## src/rtl/sortnet_pkg.sv

```systemverilog
// sortnet_pkg: shared sorting-network widths, unloader states and lane-slice helper
package sortnet_pkg;
  localparam int DATA_WIDTH = 4;
  localparam int N = 8;
  localparam int IDX_W = $clog2(N);
  localparam int VEC_W = N * DATA_WIDTH;
  typedef enum logic {IDLE, STREAM} state_e;
  function automatic logic [DATA_WIDTH-1:0] lane(input logic [VEC_W-1:0] v, input logic [IDX_W-1:0] i);
    return v[i*DATA_WIDTH +: DATA_WIDTH];
  endfunction
endpackage

```

## src/rtl/sorted_unloader_if.sv

```systemverilog
// sorted_unloader_if: vector capture port plus element stream port of the unloader
interface sorted_unloader_if;
  import sortnet_pkg::*;
  logic x_valid, x_rev, x_ready, m_valid, m_ready, m_last, overflow, ovf_clr;
  logic [VEC_W-1:0] x_data;
  logic [DATA_WIDTH-1:0] m_data;
  logic [IDX_W-1:0] m_index;
  modport slave(input x_valid, x_data, x_rev, m_ready, ovf_clr,
                output x_ready, m_valid, m_data, m_index, m_last, overflow);
  modport master(output x_valid, x_data, x_rev, m_ready, ovf_clr,
                 input x_ready, m_valid, m_data, m_index, m_last, overflow);
endinterface

```

## src/rtl/vec_slot.sv

```systemverilog
// vec_slot: one buffered vector (valid, data, direction) with load and clear
module vec_slot import sortnet_pkg::*; (
  input  logic             clk,
  input  logic             rst,
  input  logic             load_i,
  input  logic             clr_i,
  input  logic [VEC_W-1:0] data_i,
  input  logic             rev_i,
  output logic             valid_o,
  output logic [VEC_W-1:0] data_o,
  output logic             rev_o
);
  logic valid_q, rev_q;
  logic [VEC_W-1:0] data_q;
  always_ff @(posedge clk or negedge rst)
    if (!rst) begin
      valid_q <= 1'b0;
      data_q  <= '0;
      rev_q   <= 1'b0;
    end else if (load_i) begin
      valid_q <= 1'b1;
      data_q  <= data_i;
      rev_q   <= rev_i;
    end else if (clr_i) begin
      valid_q <= 1'b0;
    end
  assign valid_o = valid_q;
  assign data_o  = data_q;
  assign rev_o   = rev_q;
endmodule

```

## src/rtl/sorted_unloader.sv

```systemverilog
// sorted_unloader: streams each captured sorted vector one element per beat
module sorted_unloader import sortnet_pkg::*; (
  input logic clk,
  input logic rst,
  sorted_unloader_if.slave s
);
  localparam logic [IDX_W-1:0] LAST = IDX_W'(N - 1);
  logic act_v, act_rev, pnd_v, pnd_rev;
  logic [VEC_W-1:0] act_data, pnd_data;
  state_e state_q;
  logic [IDX_W-1:0] cnt_q;
  logic ovf_q;
  logic cap, drop, acc, last_acc, cap_act, act_load, act_clr, pnd_load, pnd_clr;
  assign cap      = s.x_valid & ~pnd_v;
  assign drop     = s.x_valid & pnd_v;
  assign acc      = s.m_valid & s.m_ready;
  assign last_acc = acc & (cnt_q == LAST);
  // a capture can only happen with pending empty, so a freeing last beat sends it straight to active
  assign cap_act  = cap & (~act_v | last_acc);
  assign act_load = cap_act | (last_acc & pnd_v);
  assign act_clr  = last_acc & ~pnd_v & ~cap;
  assign pnd_load = cap & ~cap_act;
  assign pnd_clr  = last_acc & pnd_v;
  vec_slot u_act (
    .clk(clk), .rst(rst), .load_i(act_load), .clr_i(act_clr),
    .data_i(pnd_v ? pnd_data : s.x_data), .rev_i(pnd_v ? pnd_rev : s.x_rev),
    .valid_o(act_v), .data_o(act_data), .rev_o(act_rev)
  );
  vec_slot u_pnd (
    .clk(clk), .rst(rst), .load_i(pnd_load), .clr_i(pnd_clr),
    .data_i(s.x_data), .rev_i(s.x_rev),
    .valid_o(pnd_v), .data_o(pnd_data), .rev_o(pnd_rev)
  );
  always_ff @(posedge clk or negedge rst)
    if (!rst) begin
      state_q <= IDLE;
      cnt_q   <= '0;
      ovf_q   <= 1'b0;
    end else begin
      state_q <= act_load ? STREAM : act_clr ? IDLE : state_q;
      cnt_q   <= acc ? cnt_q + 1'b1 : cnt_q;
      ovf_q   <= drop | (ovf_q & ~s.ovf_clr);
    end
  assign s.x_ready  = ~pnd_v;
  assign s.m_valid  = state_q == STREAM;
  assign s.m_index  = act_rev ? LAST - cnt_q : cnt_q;
  assign s.m_data   = lane(act_data, s.m_index);
  assign s.m_last   = s.m_valid & (cnt_q == LAST);
  assign s.overflow = ovf_q;
endmodule

```

## src/flat_wrapper.sv

```systemverilog
// flat-port wrapper written by rule: the top's interface ports become plain ports
module sorted_unloader_flat import sortnet_pkg::*;
  (clk, rst, s_x_valid, s_x_data, s_x_rev, s_m_ready, s_ovf_clr, s_x_ready, s_m_valid, s_m_data, s_m_index, s_m_last, s_overflow);
  sorted_unloader_if s_i ();
  input logic clk;
  input logic rst;
  input wire logic [$bits(s_i.x_valid)-1:0] s_x_valid;
  input wire logic [$bits(s_i.x_data)-1:0] s_x_data;
  input wire logic [$bits(s_i.x_rev)-1:0] s_x_rev;
  input wire logic [$bits(s_i.m_ready)-1:0] s_m_ready;
  input wire logic [$bits(s_i.ovf_clr)-1:0] s_ovf_clr;
  output wire logic [$bits(s_i.x_ready)-1:0] s_x_ready;
  output wire logic [$bits(s_i.m_valid)-1:0] s_m_valid;
  output wire logic [$bits(s_i.m_data)-1:0] s_m_data;
  output wire logic [$bits(s_i.m_index)-1:0] s_m_index;
  output wire logic [$bits(s_i.m_last)-1:0] s_m_last;
  output wire logic [$bits(s_i.overflow)-1:0] s_overflow;
  assign s_i.x_valid = s_x_valid;
  assign s_i.x_data = s_x_data;
  assign s_i.x_rev = s_x_rev;
  assign s_i.m_ready = s_m_ready;
  assign s_i.ovf_clr = s_ovf_clr;
  assign s_x_ready = s_i.x_ready;
  assign s_m_valid = s_i.m_valid;
  assign s_m_data = s_i.m_data;
  assign s_m_index = s_i.m_index;
  assign s_m_last = s_i.m_last;
  assign s_overflow = s_i.overflow;
  sorted_unloader u_core (.clk(clk), .rst(rst), .s(s_i));
endmodule
```

## config.mk

```make
export PLATFORM = sky130hd
export DESIGN_NAME = sorted_unloader_flat
export DESIGN_NICKNAME = d
export VERILOG_FILES = /design/src/rtl/sortnet_pkg.sv /design/src/rtl/sorted_unloader_if.sv /design/src/rtl/vec_slot.sv /design/src/rtl/sorted_unloader.sv /design/src/flat_wrapper.sv
export SDC_FILE = /design/constraint.sdc
export NUM_CORES = 1
export LEC_CHECK = 0
export ABC_AREA = 1
export BUFFER_PORTS_ARGS = -buffer_cell sky130_fd_sc_hd__buf_2
export CORE_ASPECT_RATIO = 1.4
export CORE_UTILIZATION = 62
export CTS_BUF_LIST = sky130_fd_sc_hd__clkbuf_16
export CTS_CLUSTER_DIAMETER = 60
export DETAILED_ROUTE_END_ITERATION = 10
export PLACE_DENSITY = 0.82
export SYNTH_ARGS = -nofsm -noshare
export SYNTH_HDL_FRONTEND = slang
export SYNTH_HIERARCHICAL = 1
export SYNTH_SLANG_ARGS = --single-unit
```

## constraint.sdc

```tcl
create_clock -name clk -period 2.9 [get_ports clk]
set_input_delay 0.58 -clock clk [delete_from_list [all_inputs] [get_ports clk]]
set_output_delay 0.58 -clock clk [all_outputs]
set_load 0.005 [all_outputs]
```

# Word level (Yosys, flattened, before mapping)
# Index checks and enable logic that the tools add are counted.
[word_totals] register_bits=72 output_inout_bits=11 wordCells=40
[op_classes] n_addsub=2 n_eq_ne=1 n_shift=1 muxes=7 n_bitwise=19 reduce_logical=2
[op_table] cell="$mux 32" n=1
[op_table] cell="$shiftx 32x6->4" n=1
[op_table] cell="$and 1x1->1" n=11
[op_table] cell="$mux 1" n=5
[op_table] cell="$not 1->1" n=5
[op_table] cell="$reduce_bool 2->1" n=2
[op_table] cell="$add 3x1->3 const B" n=1
[op_table] cell="$eq 3x3->1 const B" n=1
[op_table] cell="$mux 3" n=1
[op_table] cell="$or 1x1->1" n=3
[op_table] cell="$sub 3x3->3 const A" n=1

# Depth between registers and ports, before layout
# Gate-level depths: netlist of the first run.
[logic_depth] depth_word=7 ltp_mapped=13 ltp_nobuf=11

# Cells and area by module
# Netlist of the first run, hierarchy kept.
[by_module_without_submodules] module="vec_slot" instances=2 cells_per_inst=144 area_per_inst_um2=1342.5 seq_area_each_um2=850.8
[by_module_without_submodules] module="sorted_unloader" instances=1 cells_per_inst=245 area_per_inst_um2=1227.4 seq_area_each_um2=125.1

# Worst setup path before layout of the first run
# OpenSTA, ideal clock, no wires.
[synth_timing] path_type="register to register" startpoint="register u_core.cnt_q[1]" endpoint="register u_core.u_act.data_q[10], in the netlist u_core/u_act/data_o[10]" setup_ps=116 t_arrival_ps=1679 path_slack_ps=1104 stages_incl_launch_ff=13 n_path_buf=2 synth_period_minus_slack_ps=1796 cell_sequence="dfrtp_1 -> ha_1 -> ha_1 -> nand2_1 -> inv_1 -> nand2_1 -> nor2_1 -> o21ai_0 -> inv_1 -> buf_6 -> buf_4 -> nand2_1 -> nand2_1"
[synth_via] word_cells_on_any_way=6
[synth_lines] element="from (decl)" line="sorted_unloader.sv:11" source="logic [IDX_W-1:0] cnt_q;"
[synth_lines] element="from (signal assigned)" line="sorted_unloader.sv:41" source="cnt_q <= acc ? cnt_q + 1'b1 : cnt_q;"
[synth_lines] element="$eq 3x3->1" line="sorted_unloader.sv:17" source="assign last_acc = acc & (cnt_q == LAST);"
[synth_lines] element="$and 1x1->1" line="sorted_unloader.sv:17"
[synth_lines] element="$and 1x1->1"
[synth_lines] element="named net u_core.pnd_clr" line="sorted_unloader.sv:13" source="logic cap, drop, acc, last_acc, cap_act, act_load, act_clr, pnd_load, pnd_clr;"
[synth_lines] element="$or 1x1->1" line="sorted_unloader.sv:20" source="assign act_load = cap_act | (last_acc & pnd_v);"
[synth_lines] element="named net u_core.act_load" line="sorted_unloader.sv:13"
[synth_lines] element="to (signal assigned)" line="vec_slot.sv:22" source="data_q <= data_i;"
[synth_lines] element="to (decl)" line="vec_slot.sv:14" source="logic [VEC_W-1:0] data_q;"
# The timed path passes the listed nets, and every way through them passes these cells.
# A chain may end at the register's enable or synchronous reset.

# Final worst setup path of the first run
[layout_timing] startpoint="register u_core.u_act.rev_q, in the netlist u_core/u_act/rev_o" endpoint="output s_m_data[0]"
[layout_via] elab_chain_len=2
[layout_lines] element="from (decl)" line="vec_slot.sv:13" source="logic valid_q, rev_q;"
[layout_lines] element="from (signal assigned)" line="vec_slot.sv:23" source="rev_q <= rev_i;"
[layout_lines] element="$mux 3" line="sorted_unloader.sv:46" source="assign s.m_index = act_rev ? LAST - cnt_q : cnt_q;"
[layout_lines] element="$shiftx 32x6->4" line="sortnet_pkg.sv:9" source="return v[i*DATA_WIDTH +: DATA_WIDTH];"
[layout_lines] element="to (decl)" line="flat_wrapper.sv:14" source="output wire logic [$bits(s_i.m_data)-1:0] s_m_data;"
# No other way between the ends.

==> results of run 1 <==
[cells in the mapped netlist (all sizes together)]
cell type and n:
clkbuf 4, buf 21, nand2 342, nor2 2, clkinv 1, mux2 2, o22ai 1, o21ai 2
nand3b 4, inv 41, dfrtp 73, xnor2 2, xor2 2, nor3 2, ha 2, nand3 32
[power by group]
group	switching (W)	total [W]	internal (W)
logic	0.00138	0.00223	0.000848
clock network	0.000425	0.00126	0.000839
registers	0.000354	0.00184	0.00148
[placed cells by master, fill, tap and decap left out]
cell,n
buf_2,48
inv_4,1
nor2_1,2
nor3_1,1
inv_1,37
inv_8,2
bufinv_16,3
nand2_4,3
nor3_2,1
buf_4,5
mux2_2,2
nand3b_1,4
clkinv_4,1
buf_12,1
ha_1,2
nand2_1,316
clkinv_1,1
nand3_1,32
xor2_1,1
o21ai_0,2
xnor2_2,1
clkbuf_16,9
clkinv_2,1
xnor2_1,1
inv_2,1
xor2_4,1
o22ai_1,1
clkinvlp_4,2
dfrtp_1,73
nand2_2,23
[per-layer routing]
layer  vias up  wire length, µm  track usage, %
met1      1580             3580            33.8
met3        11              342            5.03
met5         -                0               0
met4         0              125            11.6
li1       1675                -               -
met2        82             4370            49.4
[worst max-delay path by stage]
| stage | endpoint | start |
|---|---|---|
| 2_1_floorplan | u_core/u_act/data_o[10] | u_core/cnt_q[1] |
| 3_3_place_gp | s_m_data[1] | u_core/u_act/rev_o |
| 3_5_place_dp | s_m_data[1] | u_core/u_act/rev_o |
| 4_1_cts | s_m_data[1] | u_core/u_act/rev_o |
| 5_1_grt | s_m_data[0] | u_core/u_act/rev_o |
| 6_report | s_m_data[0] | u_core/u_act/rev_o |
[per-stage QoR]
step | power, W | cells | utilization, % | cell area [µm²] | setup WS, ns
6_report | 0.00533 | 648 | 74.0 | 4430 | 0.287
5_1_grt | 0.00579 | 648 | 74.0 | 4430 | 0.0989
4_1_cts | 0.00535 | 648 | 74.0 | 4430 | 0.290
3_5_place_dp | 0.00407 | 632 | 68.3 | 4090 | 0.649
3_3_place_gp | 0.00399 | 632 | 68.3 | 4090 | 0.679
2_1_floorplan | 0.00352 | 533 | - | 3910 | 1.10
[final cells by class]
class | count | area, µm² | area share, %
flip-flops and latches | 73 | 1830 | 41.2
inverters | 42 | 175 | 3.95
clock inverters | 7 | 119 | 2.68
well taps | 70 | 87.6 | 1.98
clock buffers | 9 | 225 | 5.08
repair buffers | 54 | 298 | 6.72
multi-input cells | 393 | 1700 | 38.4
[flip-flops by register name (all words and copies together) (netlist names)]
signal / cells
u_core/u_pnd/valid_o: 1
u_core/u_pnd/data_o: 32
u_core/u_act/valid_o: 1
u_core/s.overflow: 1
u_core/u_act/rev_o: 1
u_core/cnt_q: 3
u_core/s.m_valid: 1
u_core/u_pnd/rev_o: 1
u_core/u_act/data_o: 32
[worst reg2reg max path: stages, from the launching register on]
cell	delay [ns]
dfrtp_1	0.51
ha_1	0.21
ha_1	0.15
nand2_1	0.05
inv_1	0.07
nand2_1	0.10
nor2_1	0.14
o21ai_0	0.11
inv_1	0.20
buf_4	0.37
nand2_1	0.11
nand2_1	0.09
[cell families (layout without fill, tap and decap cells)]
group,count (synthesis),count (layout)
simple gates,382,382
flops,73,73
buf+inv,67,112
xor+xnor,4,4
compound gates,3,3
fa+ha+maj,2,2
mux,2,2
==> impl_metrics.toml, run 1 <==
[critical_path]
path_class = "reg -> out"
path_cells = "nand2_4 -> nand2_4 -> nand2_1 -> nand3_1 -> nand2_1 -> nand2_1 -> nand2_1 -> buf_2"
worstPathArrival_ns = 2.03
ff2ff_setup_slack_ns = 0.73
cp.required_ns = 2.32
path_buf_inv = 1
cp_max_fo = 17
cpMaxStageDelayCell = "dfrtp_1"
reg2reg_depth = 11
rr_startpoint = "u_core/cnt_q[1]"
endpoint_kind = "output port"
path_depth = 8
crit_top_cell = "nand2_1"
crit_path_start_kind = "flop"
cp_top_family = "simple AND/OR/NAND/NOR gates"
critPathMaxStageDelay_ns = 0.70
reg2reg_to = "u_core/u_act/data_o[7]"

[routing]
routed_wirelength_mm = 8.42
antenna_left = 0
drc = 0
firstDrtPassIters = 4
first_iter_violations = 221
via_per_inst = 5.17
wl_per_cell_um = 13.0
vias = 3348

[cts]
post_cts_buffers = 0
clock_sinks = 73
hold_buffers = 0
cts_resized = 0
clk_pin_slew_worst_paths_ns = 0.06
cts.path.max_buffers = 2
worstSkewPairLatency_ns = 0.33
cts-buffers-inserted = 9
cts_max_level = 3
root_buffer = "clkbuf_16"
cts_tree = "done"

[logic_synthesis]
syn-num-nets = 573
synth_largest_area_cell = "dfrtp_1"
synth_compound_area_share_pct = 0.416
synth.top_cell.area_share_pct = 46.7
yosysSeqAreaShare_pct = 46.7
synth_xor_area_share_pct = 1.57
synth_mux_area_share_pct = 0.576
synth_top_family_by_area = "simple AND/OR/NAND/NOR gates"
synth.distinct_cells = 27
synth_warnings = 6
syn_area_mm2 = 0.00391
netlist_top_cells_area = "dfrtp_1 (47%), nand2_1 (30%), nand3_1 (4.1%)"
syn_avg_cell_area_um2 = 7.34
yosys.area_share.simple_pct = 40.2
synth-seq-cells = 73
synth-adder-area-share_pct = 0.640
synthCells = 533

[worst_hold_path]
hold_path_class = "in -> async"

[cells_and_area]
syn2layout_area_growth_pct = 13.3
antenna_cells = 0
drive_above_1_share_pct = 18.2
fillers = 486
nets = 613

[sta]
hold_violations = 0
finalClockSkew_ns = 0.00380
final.period_utilization_pct = 90.1
fin_setup_tns_ns = 0
max_freq_mhz = 383
fin_crit_ns = 2.61
finalHoldWorstSlack_ns = 0.307
worst_slew_pin_slew_ns = 0.725
max_slew_margin_pct = 51.7
rsz0062_at_grt = "no"
setup_viol = 0
slew_viol_final = 0

[floorplan]
die_area_mm2 = 0.00664
ios = 49
placeableCoreArea_mm2 = 0.00599
initial_core_util_pct = 65.4
die_h_um = 96.0
fp-row-count = 33
die_x_um = 69.1

[placement]
dpl.hpwl_mm = 5.62
io_buffer_count = 48
gp_congestion = 0.846

[flow_run]
cap_violations = 0

[global_route]
antenna_found_initial = 0
grt_pass1_vias = 3292
grt_overflow = 0
grt_pass1_wl_mm = 14.5
grt.total_usage_pct = 27.9
grt_max_degree = 44

[outcome]
status = "complete, no violations"

[power_and_ir_drop]
vdd_drop_max_mv = 0.692
p_leak_nw = 2.59
power_density_mw_per_mm2 = 1200
Power figures use the tool's default switching activity.
==> inputs of run 2 (changes only) <==
PLACE_DENSITY = 0.83   (was 0.82)
SYNTH_HIERARCHICAL = unset   (was 1)
==> run 2 against run 1 <==
Die area shrank 2.4%. Critical path depth shrank 2. Combinational power shrank 4%. Cell count shrank 10%. Critical path type unchanged. Critical endpoint unchanged. Highest routed layer unchanged.
==> impl_metrics.toml, run 2 <==
[outcome]
status = "complete, no violations"

[global_route]
grt_overflow = 0
grt.total_usage_pct = 26.4
antenna_found_initial = 0
grt_max_degree = 42
grt_pass1_vias = 2920
grt_pass1_wl_mm = 12.6

[cells_and_area]
syn2layout_area_growth_pct = 12.1
drive_above_1_share_pct = 26.1
nets = 548
final_cell_mix = "nand2_1 (116), inv_1 (73), dfrtp_1 (71)"
antenna_cells = 0
final_common_cell = "nand2_1"
final_cell_area_mm2 = 0.00428

[sta]
slew_viol_final = 0
fin_setup_tns_ns = 0
setup_viol = 0
hold_violations = 0
final.period_utilization_pct = 88.1
rsz0062_at_grt = "no"
max_freq_mhz = 392
worst_slew_pin_slew_ns = 0.898
fin_crit_ns = 2.55
finalClockSkew_ns = 0.00443
max_slew_margin_pct = 40.1

[routing]
antenna_left = 0
vias = 2968
via_per_inst = 5.09
wl_per_cell_um = 12.7
firstDrtPassIters = 6
drc = 0
routed_wirelength_mm = 7.40
first_iter_violations = 163

[floorplan]
ios = 49
die_x_um = 68.3
die_area_mm2 = 0.00648
die_h_um = 94.8
placeableCoreArea_mm2 = 0.00590
fp-row-count = 33
initial_core_util_pct = 64.7

[logic_synthesis]
synth-seq-cells = 72
syn_area_mm2 = 0.00382
syn_avg_cell_area_um2 = 8.16
synth_compound_area_share_pct = 15.8
synth_xor_area_share_pct = 1.11
synth_top_family_by_area = "simple AND/OR/NAND/NOR gates"
synth-edff-count = 0
synthFlopType = "dfrtp_1"
yosysSeqAreaShare_pct = 47.2
syn-num-nets = 508
netlist_top_cells_area = "dfrtp_1 (47%), nand2_1 (12%), o21ai_0 (8.4%)"
synthCells = 468
synth_largest_area_cell = "dfrtp_1"
yosysMostFrequentCell = "nand2_1"
synth.top_cell.area_share_pct = 47.2
synth-adder-area-share_pct = 0.656
synth_mux_area_share_pct = 0
synth_warnings = 0
async_flop_share_pct = 100
synthTopCellsByCount = "nand2_1 (117), dfrtp_1 (72), inv_1 (72)"
yosys.area_share.simple_pct = 22.6
synth.distinct_cells = 24

[critical_path]
endpoint_kind = "output port"
path_class = "reg -> out"
cp_max_fo = 8
ff2ff_setup_slack_ns = 0.81
reg2reg_to = "u_core.u_pnd.data_o[14]"
cp.required_ns = 2.32
rr_startpoint = "u_core.cnt_q[1]"
reg2reg_depth = 7
worstPathArrival_ns = 1.97
crit_path_start_kind = "flop"

[worst_hold_path]
hold_path_class = "in -> async"

[placement]
place_area_mm2 = 0.00402
gp_congestion = 0.818
io_buffer_count = 48
dpl.hpwl_mm = 5.16

[cts]
cts_tree = "done"
clock_sinks = 72
clk_pin_slew_worst_paths_ns = 0.05
cts_max_level = 3
worstSkewPairLatency_ns = 0.33
cts-buffers-inserted = 9
hold_buffers = 0
cts.path.max_buffers = 2
root_buffer = "clkbuf_16"

[power_and_ir_drop]
power_density_mw_per_mm2 = 1130
p_leak_nw = 2.29
vdd_drop_max_mv = 0.687

[flow_run]
cap_violations = 0
[run 2: power by group]
group | leakage (nW) | total [W] | internal (W) | switching (W)
combinational | 1.27 | 0.00215 | 0.000829 | 0.00132
sequential | 0.892 | 0.00172 | 0.00147 | 0.000257
clock | 0.133 | 0.000951 | 0.000561 | 0.000390
[run 2: how the worst max path moves through the flow]
stage	from	endpoint	cells after the start
6_report	u_core.u_act.rev_o	s_m_data[0]	6
3_3_place_gp	u_core.u_act.rev_o	s_m_data[3]	9
4_1_cts	u_core.u_act.rev_o	s_m_data[2]	9
2_1_floorplan	u_core.u_act.rev_o	s_m_data[0]	9
3_5_place_dp	u_core.u_act.rev_o	s_m_data[1]	9
5_1_grt	u_core.u_act.rev_o	s_m_data[1]	9
[run 2: logic make-up after synthesis]
| group | Yosys count |
|---|---|
| AO/OA/AOI/OAI | 100 |
| XOR/XNOR | 4 |
| adder cells (fa/ha/maj) | 2 |
| buffers and inverters | 100 |
| flip-flops | 72 |
| AND/OR/NAND/NOR | 190 |
[run 2: layout make-up]
| type | count | area, µm² |
|---|---|---|
| Inverter | 74 | 280 |
| Clock inverter | 7 | 30.0 |
| Sequential cell | 72 | 1800 |
| Timing Repair Buffer | 55 | 318 |
| Clock buffer | 9 | 225 |
| Tap cell | 70 | 87.6 |
| Multi-Input combinational cell | 296 | 1540 |
| Fill cell | 477 | 1630 |
[run 2: critical path, stage by stage (launching register included)]
cell     delay (ns)
dfrtp_1        0.48
xnor2_1        0.63
nand3_1        0.19
nand2_1        0.10
nand2_1        0.05
nand2_1        0.09
buf_2          0.11
[run 2: what timing repair did]
item	in CTS	in global routing
buffers inserted	0	0
setup endpoints to repair	0	2
resized for setup	0	1
[run 2: through the flow]
stage | hold WS (ns) | setup slack, ns | utilization [%] | power, W | instances
finish | 0.375 | 0.346 | 72.5 | 0.00482 | 583
global route | 0.461 | 0.137 | 72.5 | 0.00528 | 583
CTS | 0.410 | 0.213 | 72.4 | 0.00485 | 583
detailed placement | 0.475 | 0.578 | 68.1 | 0.00387 | 567
global placement | 0.467 | 0.642 | 68.1 | 0.00378 | 567
floorplan | 0.284 | 1.08 | - | 0.00334 | 468
[run 2: metal layers]
metal | routed length (µm) | vias to the layer above | global-route usage (%) | part of all wire [%]
li1 | - | 1540 | - | -
met1 | 3210 | 1355 | 30.0 | 43
met2 | 3730 | 55 | 44.4 | 50
met3 | 242 | 18 | 6.04 | 3.3
met4 | 213 | 0 | 14.8 | 2.9
met5 | 0 | - | 0 | 0
==> inputs of run 3 (changes only) <==
PLACE_DENSITY = 0.85   (was 0.83)
==> run 3 against run 2 <==
Combinational power shrank 2%. Fmax is essentially flat. Utilization grew 0.72 points. Routed wire length shrank 4.0%. Total power grew 2.8%. Flip-flop and latch count is the same. Global-route usage shrank 1.5 points. Non-clock buffer count shrank 1.
==> impl_metrics.toml, run 3 (synthesized netlist as in run 2, its figures left out) <==
[outcome]
status = "complete, no violations"

[cts]
cts.path.max_buffers = 2
clk_pin_slew_worst_paths_ns = 0.05
root_buffer = "clkbuf_16"
cts-buffers-inserted = 9
cts_max_level = 3
clock_sinks = 72
worstSkewPairLatency_ns = 0.33
cts_tree = "done"

[critical_path]
rr_startpoint = "u_core.cnt_q[1]"
cp_max_fo = 8
path_class = "reg -> out"
ff2ff_setup_slack_ns = 0.86
cp.required_ns = 2.32
reg2reg_depth = 7
endpoint_kind = "output port"
crit_path_start_kind = "flop"
worstPathArrival_ns = 1.97
reg2reg_to = "u_core.u_act.data_o[13]"

[worst_hold_path]
hold_path_class = "in -> async"

[routing]
drc = 0
wl_per_cell_um = 12.2
routed_wirelength_mm = 7.10
via_per_inst = 5.07
vias = 2952
antenna_left = 0
first_iter_violations = 151
firstDrtPassIters = 5

[cells_and_area]
nets = 547
antenna_cells = 0
drive_above_1_share_pct = 26.0
final_cell_mix = "nand2_1 (116), inv_1 (75), dfrtp_1 (71)"
multiInputGateArea_mm2 = 0.00154
fillers = 444
seqCellArea_mm2 = 0.00180
syn2layout_area_growth_pct = 13.2
final_common_cell = "nand2_1"

[sta]
fin_setup_tns_ns = 0
hold_violations = 0
max_freq_mhz = 391
finalHoldWorstSlack_ns = 0.207
fin_crit_ns = 2.55
setup_viol = 0
max_slew_margin_pct = 54.1
finalClockSkew_ns = 0.00445
worst_slew_pin_slew_ns = 0.684
rsz0062_at_grt = "no"
final.period_utilization_pct = 88.1
slew_viol_final = 0

[global_route]
grt_pass1_wl_mm = 12.1
busiest_layer = "met2"
grt.total_usage_pct = 25.0
use_met1_pct = 29.6
grt_pass1_vias = 2805
grt_util_met3_pct = 6.28
grt_max_degree = 41
antenna_found_initial = 0
grt_overflow = 0
use_met2_pct = 42.6

[floorplan]
initial_core_util_pct = 64.7
die_h_um = 94.8
die_area_mm2 = 0.00648
fp-row-count = 33
ios = 49
die_x_um = 68.3
placeableCoreArea_mm2 = 0.00590

[power_and_ir_drop]
power_density_mw_per_mm2 = 1150
p_leak_nw = 2.32
vdd_drop_max_mv = 0.535

[placement]
gp_congestion = 0.827
io_buffer_count = 48
dpl.hpwl_mm = 5.02

[flow_run]
cap_violations = 0
## run 3: what timing repair did
action	CTS	global route
gates resized for setup	0	1
hold buffers	0	0
setup endpoints to repair	0	1
buffers inserted	0	0
hold endpoints to repair	0	0
## run 3: worst max path at each step
| stage | startpoint | to | cells past startpoint |
|---|---|---|---|
| floorplan | u_core.u_act.rev_o | s_m_data[0] | 9 |
| global placement | u_core.u_act.rev_o | s_m_data[2] | 9 |
| detailed placement | u_core.u_act.rev_o | s_m_data[3] | 9 |
| CTS | u_core.u_act.rev_o | s_m_data[2] | 9 |
| global route | u_core.u_act.rev_o | s_m_data[2] | 9 |
| finish | u_core.u_act.rev_o | s_m_data[2] | 6 |
## run 3: per-stage QoR
stage	setup slack (ns)	instance area, µm²	total power [W]	util [%]	instances
after floorplan	1.08	3820	0.00334	-	468
after CTS	0.211	4320	0.00500	73.2	582
after detailed placement	0.579	4010	0.00384	68.0	566
after global placement	0.656	4010	0.00377	68.0	566
final	0.345	4320	0.00496	73.2	582
after global routing	0.151	4320	0.00541	73.2	582
## run 3: where the power goes
group / internal [W] / switching (W)
Sequential: 0.00147 / 0.000258
Combinational: 0.000827 / 0.00128
Clock: 0.000738 / 0.000386
## run 3: layout make-up
cell class              count  share of cell area [%]
repair buffers             54                    7.18
clock inverters             7                    1.85
multi-input cells         296                    35.5
inverters                  74                    6.49
well taps                  70                    2.03
clock buffers               9                    5.21
flip-flops and latches     72                    41.7
## run 3: layer usage
metal	up-vias	share of wire, %
met5	-	0
met4	0	1.5
met3	11	3.6
met2	53	51
met1	1352	44
li1	1536	-
## run 3: critical path, stage by stage, from the launching register on
cell	delay [ns]
dfrtp_1	0.47
xnor2_1	0.61
nand3_1	0.20
nand2_1	0.11
nand2_1	0.05
nand2_1	0.09
buf_2	0.11
